==> config.mk <==
export PLATFORM = sky130hd
export DESIGN_NAME = if_stage_flat
export DESIGN_NICKNAME = d
export VERILOG_FILES = /design/src/rtl/if_stage_pkg.sv /design/src/rtl/if_stage_if.sv /design/src/rtl/if_stage_pc_sel.sv /design/src/rtl/if_stage.sv /design/src/flat_wrapper.sv
export SDC_FILE = /design/constraint.sdc
export NUM_CORES = 1
export LEC_CHECK = 0
export CAP_MARGIN = 0
export CORE_MARGIN = 2
export CORE_UTILIZATION = 35
export CTS_CLUSTER_DIAMETER = 60
export CTS_CLUSTER_SIZE = 12
export DETAILED_ROUTE_END_ITERATION = 8
export PLACE_DENSITY_LB_ADDON = 0.05
export SKIP_LAST_GASP = 1
export SLEW_MARGIN = 20
export SYNTH_ARGS = -nofsm -noshare
export SYNTH_HDL_FRONTEND = slang
export SYNTH_SLANG_ARGS = --single-unit
==> constraint.sdc <==
create_clock -name clk -period 2.9 [get_ports clk]
set_clock_uncertainty 0.15 [all_clocks]
set_input_delay 0.29 -clock clk [delete_from_list [all_inputs] [get_ports clk]]
set_output_delay 0.29 -clock clk [all_outputs]
set_load 0.03 [all_outputs]
==> src/rtl/if_stage_pkg.sv <==
// Shared encodings for the instruction-fetch stage: next-PC select codes, FSM states,
// and word-alignment helper for redirect targets.
package if_stage_pkg;

    typedef enum logic [1:0] {
        PC_SEL_FLUSH  = 2'd0,
        PC_SEL_TARGET = 2'd1,
        PC_SEL_HOLD   = 2'd2,
        PC_SEL_PLUS4  = 2'd3
    } pc_sel_e;

    localparam int PC_SEL_NUM_INPUTS = 4;

    typedef enum logic {
        IF_S_RESET = 1'b0,
        IF_S_RUN   = 1'b1
    } if_state_e;

    function automatic logic [31:0] word_align(input logic [31:0] addr);
        return addr & 32'hFFFF_FFFC;
    endfunction

endpackage

==> src/rtl/if_stage_if.sv <==
// Fetch-stage bus: redirect/stall inputs from the pipeline and fetch/ID outputs.
// master = if_stage, slave = the surrounding pipeline (or a testbench).
interface if_stage_if;
    logic        mem_flush;
    logic [31:0] mem_target;
    logic        ex_target_taken;
    logic [31:0] ex_target;
    logic        id_stall;
    logic [31:0] fetch_addr;
    logic        fetch_en;
    logic        fetch_bios_sel;
    logic [31:0] id_pc;
    logic        id_squash;

    modport master (
        input  mem_flush, mem_target, ex_target_taken, ex_target, id_stall,
        output fetch_addr, fetch_en, fetch_bios_sel, id_pc, id_squash
    );

    modport slave (
        output mem_flush, mem_target, ex_target_taken, ex_target, id_stall,
        input  fetch_addr, fetch_en, fetch_bios_sel, id_pc, id_squash
    );
endinterface

==> src/rtl/if_stage_pc_sel.sv <==
// Next-PC priority encoder: flush beats EX redirect, both beat a stall.
module if_stage_pc_sel
    import if_stage_pkg::*;
(
    input  logic    mem_flush,
    input  logic    ex_target_taken,
    input  logic    id_stall,
    output pc_sel_e sel
);

    always_comb begin
        sel = PC_SEL_PLUS4;
        if (mem_flush)            sel = PC_SEL_FLUSH;
        else if (ex_target_taken) sel = PC_SEL_TARGET;
        else if (id_stall)        sel = PC_SEL_HOLD;
    end

endmodule

==> src/rtl/if_stage.sv <==
// Instruction-fetch stage: PC register, next-PC selection and reset sequencing.
// Optional perf counters are built only when IF_PERF_CNT_EN is defined.
module if_stage
    import if_stage_pkg::*;
#(
    parameter logic [31:0] RESET_PC  = 32'h4000_0000,
    parameter int          CNT_WIDTH = 32
) (
    input  logic                 clk,
    input  logic                 rst,
    if_stage_if.master           bus,
    output logic [CNT_WIDTH-1:0] perf_cycles,
    output logic [CNT_WIDTH-1:0] perf_fetched,
    output logic [CNT_WIDTH-1:0] perf_redirects
);

    if_state_e   state_q, state_d;
    pc_sel_e     sel;
    logic [31:0] pc_cand [PC_SEL_NUM_INPUTS];
    logic [31:0] next_pc;
    logic [31:0] id_pc_q;
    logic        fetch_en;
    logic        id_squash;

    if_stage_pc_sel u_pc_sel (
        .mem_flush       (bus.mem_flush),
        .ex_target_taken (bus.ex_target_taken),
        .id_stall        (bus.id_stall),
        .sel             (sel)
    );

    always_comb begin
        pc_cand[PC_SEL_FLUSH]  = word_align(bus.mem_target);
        pc_cand[PC_SEL_TARGET] = word_align(bus.ex_target);
        pc_cand[PC_SEL_HOLD]   = id_pc_q;
        pc_cand[PC_SEL_PLUS4]  = id_pc_q + 32'd4;
    end

    always_ff @(posedge clk) begin
        if (rst) state_q <= IF_S_RESET;
        else     state_q <= state_d;
    end

    // rst overrides everything combinationally so the reset cycle itself already fetches RESET_PC
    always_comb begin
        state_d   = state_q;
        next_pc   = RESET_PC;
        fetch_en  = 1'b1;
        id_squash = 1'b1;
        case (state_q)
            IF_S_RESET: state_d = IF_S_RUN;
            IF_S_RUN: begin
                next_pc   = pc_cand[sel];
                fetch_en  = (sel != PC_SEL_HOLD);
                id_squash = 1'b0;
            end
        endcase
        if (rst) begin
            state_d   = IF_S_RESET;
            next_pc   = RESET_PC;
            fetch_en  = 1'b1;
            id_squash = 1'b1;
        end
    end

    // Memory read is synchronous, so registering next_pc keeps id_pc aligned with the returned word
    always_ff @(posedge clk) begin
        if (rst) id_pc_q <= RESET_PC - 32'd4;
        else     id_pc_q <= next_pc;
    end

    assign bus.fetch_addr     = next_pc;
    assign bus.fetch_en       = fetch_en;
    assign bus.fetch_bios_sel = next_pc[30];
    assign bus.id_pc          = id_pc_q;
    assign bus.id_squash      = id_squash;

`ifdef IF_PERF_CNT_EN
    logic fetched_inc;
    logic redirect_inc;

    assign fetched_inc  = (state_q == IF_S_RUN) && !bus.id_stall &&
                          !bus.mem_flush && !bus.ex_target_taken;
    assign redirect_inc = bus.mem_flush || bus.ex_target_taken;

    always_ff @(posedge clk) begin
        if (rst) begin
            perf_cycles    <= '0;
            perf_fetched   <= '0;
            perf_redirects <= '0;
        end else begin
            perf_cycles <= perf_cycles + 1'b1;
            if (fetched_inc)  perf_fetched   <= perf_fetched + 1'b1;
            if (redirect_inc) perf_redirects <= perf_redirects + 1'b1;
        end
    end
`else
    assign perf_cycles    = '0;
    assign perf_fetched   = '0;
    assign perf_redirects = '0;
`endif

endmodule

==> src/flat_wrapper.sv <==
// flat-port wrapper written by rule: the top's interface ports become plain ports
module if_stage_flat import if_stage_pkg::*;
#(
    parameter logic [31:0] RESET_PC  = 32'h4000_0000,
    parameter int          CNT_WIDTH = 32
)
  (clk, rst, perf_cycles, perf_fetched, perf_redirects, bus_mem_flush, bus_mem_target, bus_ex_target_taken, bus_ex_target, bus_id_stall, bus_fetch_addr, bus_fetch_en, bus_fetch_bios_sel, bus_id_pc, bus_id_squash);
  if_stage_if bus_i ();
  input  logic clk;
  input  logic rst;
  output logic [CNT_WIDTH-1:0] perf_cycles;
  output logic [CNT_WIDTH-1:0] perf_fetched;
  output logic [CNT_WIDTH-1:0] perf_redirects;
  input wire logic [$bits(bus_i.mem_flush)-1:0] bus_mem_flush;
  input wire logic [$bits(bus_i.mem_target)-1:0] bus_mem_target;
  input wire logic [$bits(bus_i.ex_target_taken)-1:0] bus_ex_target_taken;
  input wire logic [$bits(bus_i.ex_target)-1:0] bus_ex_target;
  input wire logic [$bits(bus_i.id_stall)-1:0] bus_id_stall;
  output wire logic [$bits(bus_i.fetch_addr)-1:0] bus_fetch_addr;
  output wire logic [$bits(bus_i.fetch_en)-1:0] bus_fetch_en;
  output wire logic [$bits(bus_i.fetch_bios_sel)-1:0] bus_fetch_bios_sel;
  output wire logic [$bits(bus_i.id_pc)-1:0] bus_id_pc;
  output wire logic [$bits(bus_i.id_squash)-1:0] bus_id_squash;
  assign bus_i.mem_flush = bus_mem_flush;
  assign bus_i.mem_target = bus_mem_target;
  assign bus_i.ex_target_taken = bus_ex_target_taken;
  assign bus_i.ex_target = bus_ex_target;
  assign bus_i.id_stall = bus_id_stall;
  assign bus_fetch_addr = bus_i.fetch_addr;
  assign bus_fetch_en = bus_i.fetch_en;
  assign bus_fetch_bios_sel = bus_i.fetch_bios_sel;
  assign bus_id_pc = bus_i.id_pc;
  assign bus_id_squash = bus_i.id_squash;
  if_stage #(.RESET_PC(RESET_PC), .CNT_WIDTH(CNT_WIDTH)) u_core (.clk(clk), .rst(rst), .bus(bus_i), .perf_cycles(perf_cycles), .perf_fetched(perf_fetched), .perf_redirects(perf_redirects));
endmodule
Yosys cells after proc, flatten, opt, wreduce, memory -nomap -nowiden
Index checks and enable logic that the tools add are counted.
{ "word_totals": {"register_bits": 33, "in_bits": 69, "wordCells": 19} }
{ "op_classes": {"bitwise": 1, "n_eq_ne": 1, "addsub": 1, "n_mux": 13, "n_lt_le_gt_ge": 1} }
{ "ops": {"columns": ["cell", "count"], "rows": [
  ["32-bit two-way mux", 4],
  ["32-bit binary-select mux with 2-bit select", 1],
  ["32-bit by 3-bit adder with 32-bit output (second input constant)", 1],
  ["1-bit two-way mux", 6],
  ["2-bit two-way mux", 2],
  ["3-bit >= comparator (second input constant)", 1],
  ["2-bit NOT with 3-bit output", 1],
  ["2-bit inequality test (second input constant)", 1]
]} }

Depth between registers and ports, before layout
{ "logic_depth": {"depth_word": 9, "ltp_mapped": 8, "depth_no_buf": 6} }

Modules after synthesis
A second synthesis with hierarchy kept.
{ "hier_totals": {"cells_unflattened": 459, "hier_area_um2": 3534.6} }
{ "by_module_without_submodules": {"columns": ["module", "instances", "seq_area_each_um2", "area_per_inst_um2", "cells_per_inst"], "rows": [
  ["if_stage", 1, 660.6, 3518.4, 456],
  ["if_stage_pc_sel", 1, 0.0, 16.3, 3]
]} }

Worst setup path after synthesis
Ideal clock, no wire load.
{ "synth_path": {"path_type": "reg-to-output", "start": "reg u_core.id_pc_q[17], in the netlist u_core.bus.id_pc[17]", "end": "out bus_fetch_addr[30]", "path_slack_ns": -0.250, "path_stages_with_launch": 9, "arrival_ns": 2.710, "t_required_ns": 2.460, "path_buffers": 3, "path_cell_list": "dfxtp_1 -> clkbuf_1 -> and4_1 -> and3_1 -> clkbuf_1 -> nand4_1 -> xor2_1 -> o21ai_0 -> buf_4"} }
{ "synth_via": {"elab_chain_len": 6} }
{ "synth_lines": {"columns": ["item", "line_no", "rtl"], "rows": [
  ["from (decl)", "if_stage.sv:21", "logic [31:0] id_pc_q;"],
  ["from (signal assigned)", "if_stage.sv:68", "if (rst) id_pc_q <= RESET_PC - 32'd4;"],
  ["from (signal assigned)", "if_stage.sv:69", "else id_pc_q <= next_pc;"],
  ["32-bit by 3-bit adder with 32-bit output", "if_stage.sv:36", "pc_cand[PC_SEL_PLUS4] = id_pc_q + 32'd4;"],
  ["32-bit binary-select mux with 2-bit select", "if_stage.sv:53", "next_pc = pc_cand[sel];"],
  ["32-bit two-way mux (implied by the code) (2 in series)", "if_stage.sv:53", null],
  ["32-bit two-way mux", "if_stage.sv:50", "case (state_q)"],
  ["32-bit two-way mux", "if_stage.sv:58", "if (rst) begin"],
  ["to (decl)", "flat_wrapper.sv:19", "output wire logic [$bits(bus_i.fetch_addr)-1:0] bus_fetch_addr;"]
]} }
Every way passes these cells. The select of a mux whose other input is x is not followed.

Worst setup path after layout
{ "layout_path": {"start": "in bus_mem_flush", "end": "out bus_fetch_addr[11]"} }
{ "layout_via": {"elab_chain_len": 7} }
{ "layout_lines": {"columns": ["item", "line_no", "rtl"], "rows": [
  ["from (decl)", "flat_wrapper.sv:14", "input wire logic [$bits(bus_i.mem_flush)-1:0] bus_mem_flush;"],
  ["2-bit two-way mux", "if_stage_pc_sel.sv:13", "if (mem_flush) sel = PC_SEL_FLUSH;"],
  ["2-bit NOT with 3-bit output (implied by the code)", "if_stage.sv:53", null],
  ["32-bit binary-select mux with 2-bit select", "if_stage.sv:53", null],
  ["32-bit two-way mux (implied by the code) (2 in series)", "if_stage.sv:53", null],
  ["32-bit two-way mux", "if_stage.sv:50", null],
  ["32-bit two-way mux", "if_stage.sv:58", null]
]} }
Every way passes these cells. The select of a mux whose other input is x is not followed.

==> metrics.csv <==
stage;metric;value;unit
worst_hold_path;min_path_cells;1;
power;p_leak;1.98;nW
critical_path;start_kind;primary input;
final_layout;area_delta_synth_final;43.1;%
drt;vias;3466;
global_routing;grt_pass1_wl;16500;um
cts;cts.path.max_buffers;2;
drt;drt_iter0_markers;177;
timing;min_period;2830;ps
final_layout;n_antenna_cell;0;
synth;ys_types;60;
run;maxCapViolations;0;
critical_path;cp.arrival;2390;ps
cts;numClockSinks;33;
status;status;completed;
cts;cts_inserted_buffers;5;
final_layout;postLayoutCellArea;4560;sq um
cts;cts_htree_levels;2;
die;num_io_pins;232;
placed_design;hpwl;8610;um
cts;clkSlewWorstSetupHoldPaths;70;ps
final_layout;instances_no_fill;678;
timing;max_slew.worst_pin.slew;602;ps
global_routing;grt-ovfl-total;0;
critical_path;worstSetupEndpointType;primary output;
placed_design;placed_area;4420;sq um
die;coreArea;8760;sq um
final_layout;fin_nets;639;
synth;synth_ff_type;dfxtp_1;
timing;hold_viol_final;0;
placed_design;dp.cells;668;
critical_path;reg2reg_to;u_core.bus.id_pc[24];
cts;clock_latency;290;ps
die;floorplan.initialDensity;36.4;%
die;num_rows;34;
global_routing;grt_pass1_vias;3178;
drt;wl;11200;um
die;dieArea;9890;sq um
critical_path;crit_type;primary input to primary output;
final_layout;final_cell_mix;conb_1, clkdlybuf4s50_1, buf_4;
die;die_w;99.5;um
power;p_per_area;360;nW/um^2
critical_path;path_max_fanout;4;
timing;relSlewSlack;59.7;%
synth;async_flop_share;0;%
timing;period_share;97.5;%
worst_hold_path;hp-class;register to register;
power;ir_worst_vdd;0.186;mV
cts;cts_tree;done;
worst_hold_path;holdCritStartpoint;u_core.bus.id_pc[1];
die;die_h;99.5;um
placed_design;gp_congestion;0.865;
critical_path;r2r_cells;7;
drt;drtAntennaViolNets;0;
timing;finalSetupViolCount;0;
drt;drc;0;
synth;netlist_area;3190;sq um
critical_path;regToRegStartpoint;u_core.bus.id_pc[2];
final_layout;layout-drive-gt1-share;20.0;%
critical_path;crit_required;2460;ps
worst_hold_path;holdPathEnd;u_core.bus.id_pc[1];
synth;synth_edf_count;0;
drt;viasPerCell;5.11;
global_routing;grt_usage;21.1;%
critical_path;r2r_setup_slack;520;ps
timing;slew_violations;0;
synth;ys_seq_area_share;20.7;%
timing;clock.fmax;354;MHz
cts;cts-root-buf;clkbuf_8;
drt;drtPass1Iterations;4;
timing;tns;0;ps
synth;yosysWarnings;0;
global_routing;antenna_found_initial;0;
timing;rsz0062_at_grt;false;
global_routing;grt_max_degree;21;
synth;ys_seq_elements;33;
drt;wl_per_cell;16.5;um
synth;syn_inst;415;
placed_design;port_buffers;131;
synth;avgSynthCellArea;7.69;sq um
[stage by stage]
step	setup WS, ps	power, mW	util (%)	hold slack (ps)
floorplan	1.78	1.10	-	240
global placement	-138	1.30	50.5	332
detailed placement	-218	1.30	50.5	337
global route	2.21	1.73	52.1	370
finish	72.9	1.65	52.1	350
CTS	10.8	1.65	51.5	351
[worst max path at each step]
stage               slack [ps]                 from                 end
floorplan                    2  u_core.bus.id_pc[4]  bus_fetch_addr[11]
global placement          -140        bus_mem_flush  bus_fetch_addr[27]
detailed placement        -220  bus_ex_target_taken  bus_fetch_addr[27]
CTS                         10  bus_ex_target_taken  bus_fetch_addr[16]
global route                 2        bus_mem_flush  bus_fetch_addr[27]
finish                      70        bus_mem_flush  bus_fetch_addr[11]
[registers in the layout (all words and copies together), names as in the netlist]
register and cells:
u_core.state_q 1, u_core.bus.id_pc 32
[area by class of cell]
type | instances | area [sq um]
fill | 890 | 4200
inverter | 7 | 26.3
clock buffer | 6 | 72.6
multi-input combinational | 346 | 2060
clock inverter | 2 | 10.0
tap | 108 | 135
timing repair buffer | 176 | 1600
sequential | 33 | 663
[cell usage after synthesis (3+ instances only)]
cell type	n	share of area (%)
buf_4	97	23
dfxtp_1	33	21
clkbuf_1	22	2.6
nand2_1	20	2.4
nor2_1	15	1.8
nand3_1	14	2.2
o21ai_0	14	2.2
and3_1	13	2.6
nand4_1	13	2.6
o31ai_1	12	2.8
nor3_1	11	1.7
nor4_1	11	2.2
a21oi_1	10	1.6
o221ai_1	9	2.5
o22ai_1	8	1.6
xor2_1	7	1.9
and2_1	6	1.2
and4_1	6	1.6
nor2b_1	6	1.2
xnor2_1	6	1.6
inv_1	5	0.59
or2_2	5	0.98
a221oi_1	4	1.1
a31o_2	4	1.1
a31oi_1	4	0.78
mux2i_1	4	1.3
or3_1	4	0.78
or4_1	4	0.94
a211oi_1	3	0.71
a311oi_1	3	0.82
buf_6	3	1.1
o22a_1	3	0.82
o31a_1	3	0.82
[logic make-up (layout without fill, tap and decap cells)]
family / count (synthesis) / count (layout) / share of synthesized area [%]
and+or+nand+nor: 136 / 136 / 24.4
buffers and inverters: 131 / 191 / 27.6
AOI/OAI and AO/OA: 95 / 95 / 21.6
DFF: 33 / 33 / 20.7
xor gates and xnor gates: 13 / 13 / 3.57
muxes: 5 / 5 / 1.61
adders and majority gates: 1 / 1 / 0.392
other: 1 / 96 / 0.118
[routing by layer]
layer / GRT usage [%] / wire [um] / share of wire, % / vias up
li1: - / - / - / 1645
met1: 27.5 / 4730 / 42 / 1616
met2: 35.3 / 5280 / 47 / 187
met3: 4.01 / 924 / 8.3 / 18
met4: 6.43 / 221 / 2.0 / 0
met5: 0 / 0 / 0 / -
[report_power, final]
group          total (mW)  leakage [nW]  switching, mW  internal, mW
registers           0.527         0.277         0.0393         0.487
clock network       0.347        0.0450          0.180         0.167
logic               0.772          1.66          0.488         0.284
total                1.65          1.98          0.708         0.938
[worst max-delay path, stage by stage]
cell	delay, ps
clkdlybuf4s50_1	420
nand2b_4	170
buf_4	160
or3_4	400
or3_1	370
xor2_1	180
a211oi_2	200
buf_4	190
[timing repair]
action,4_1_cts,5_1_grt
buffers inserted,0,2
hold buffers,0,0
hold endpoints to repair,0,0
gates resized for setup,4,11
endpoints found under the setup margin,9,11
pin swaps,1,2
Power figures use the tool's default switching activity.
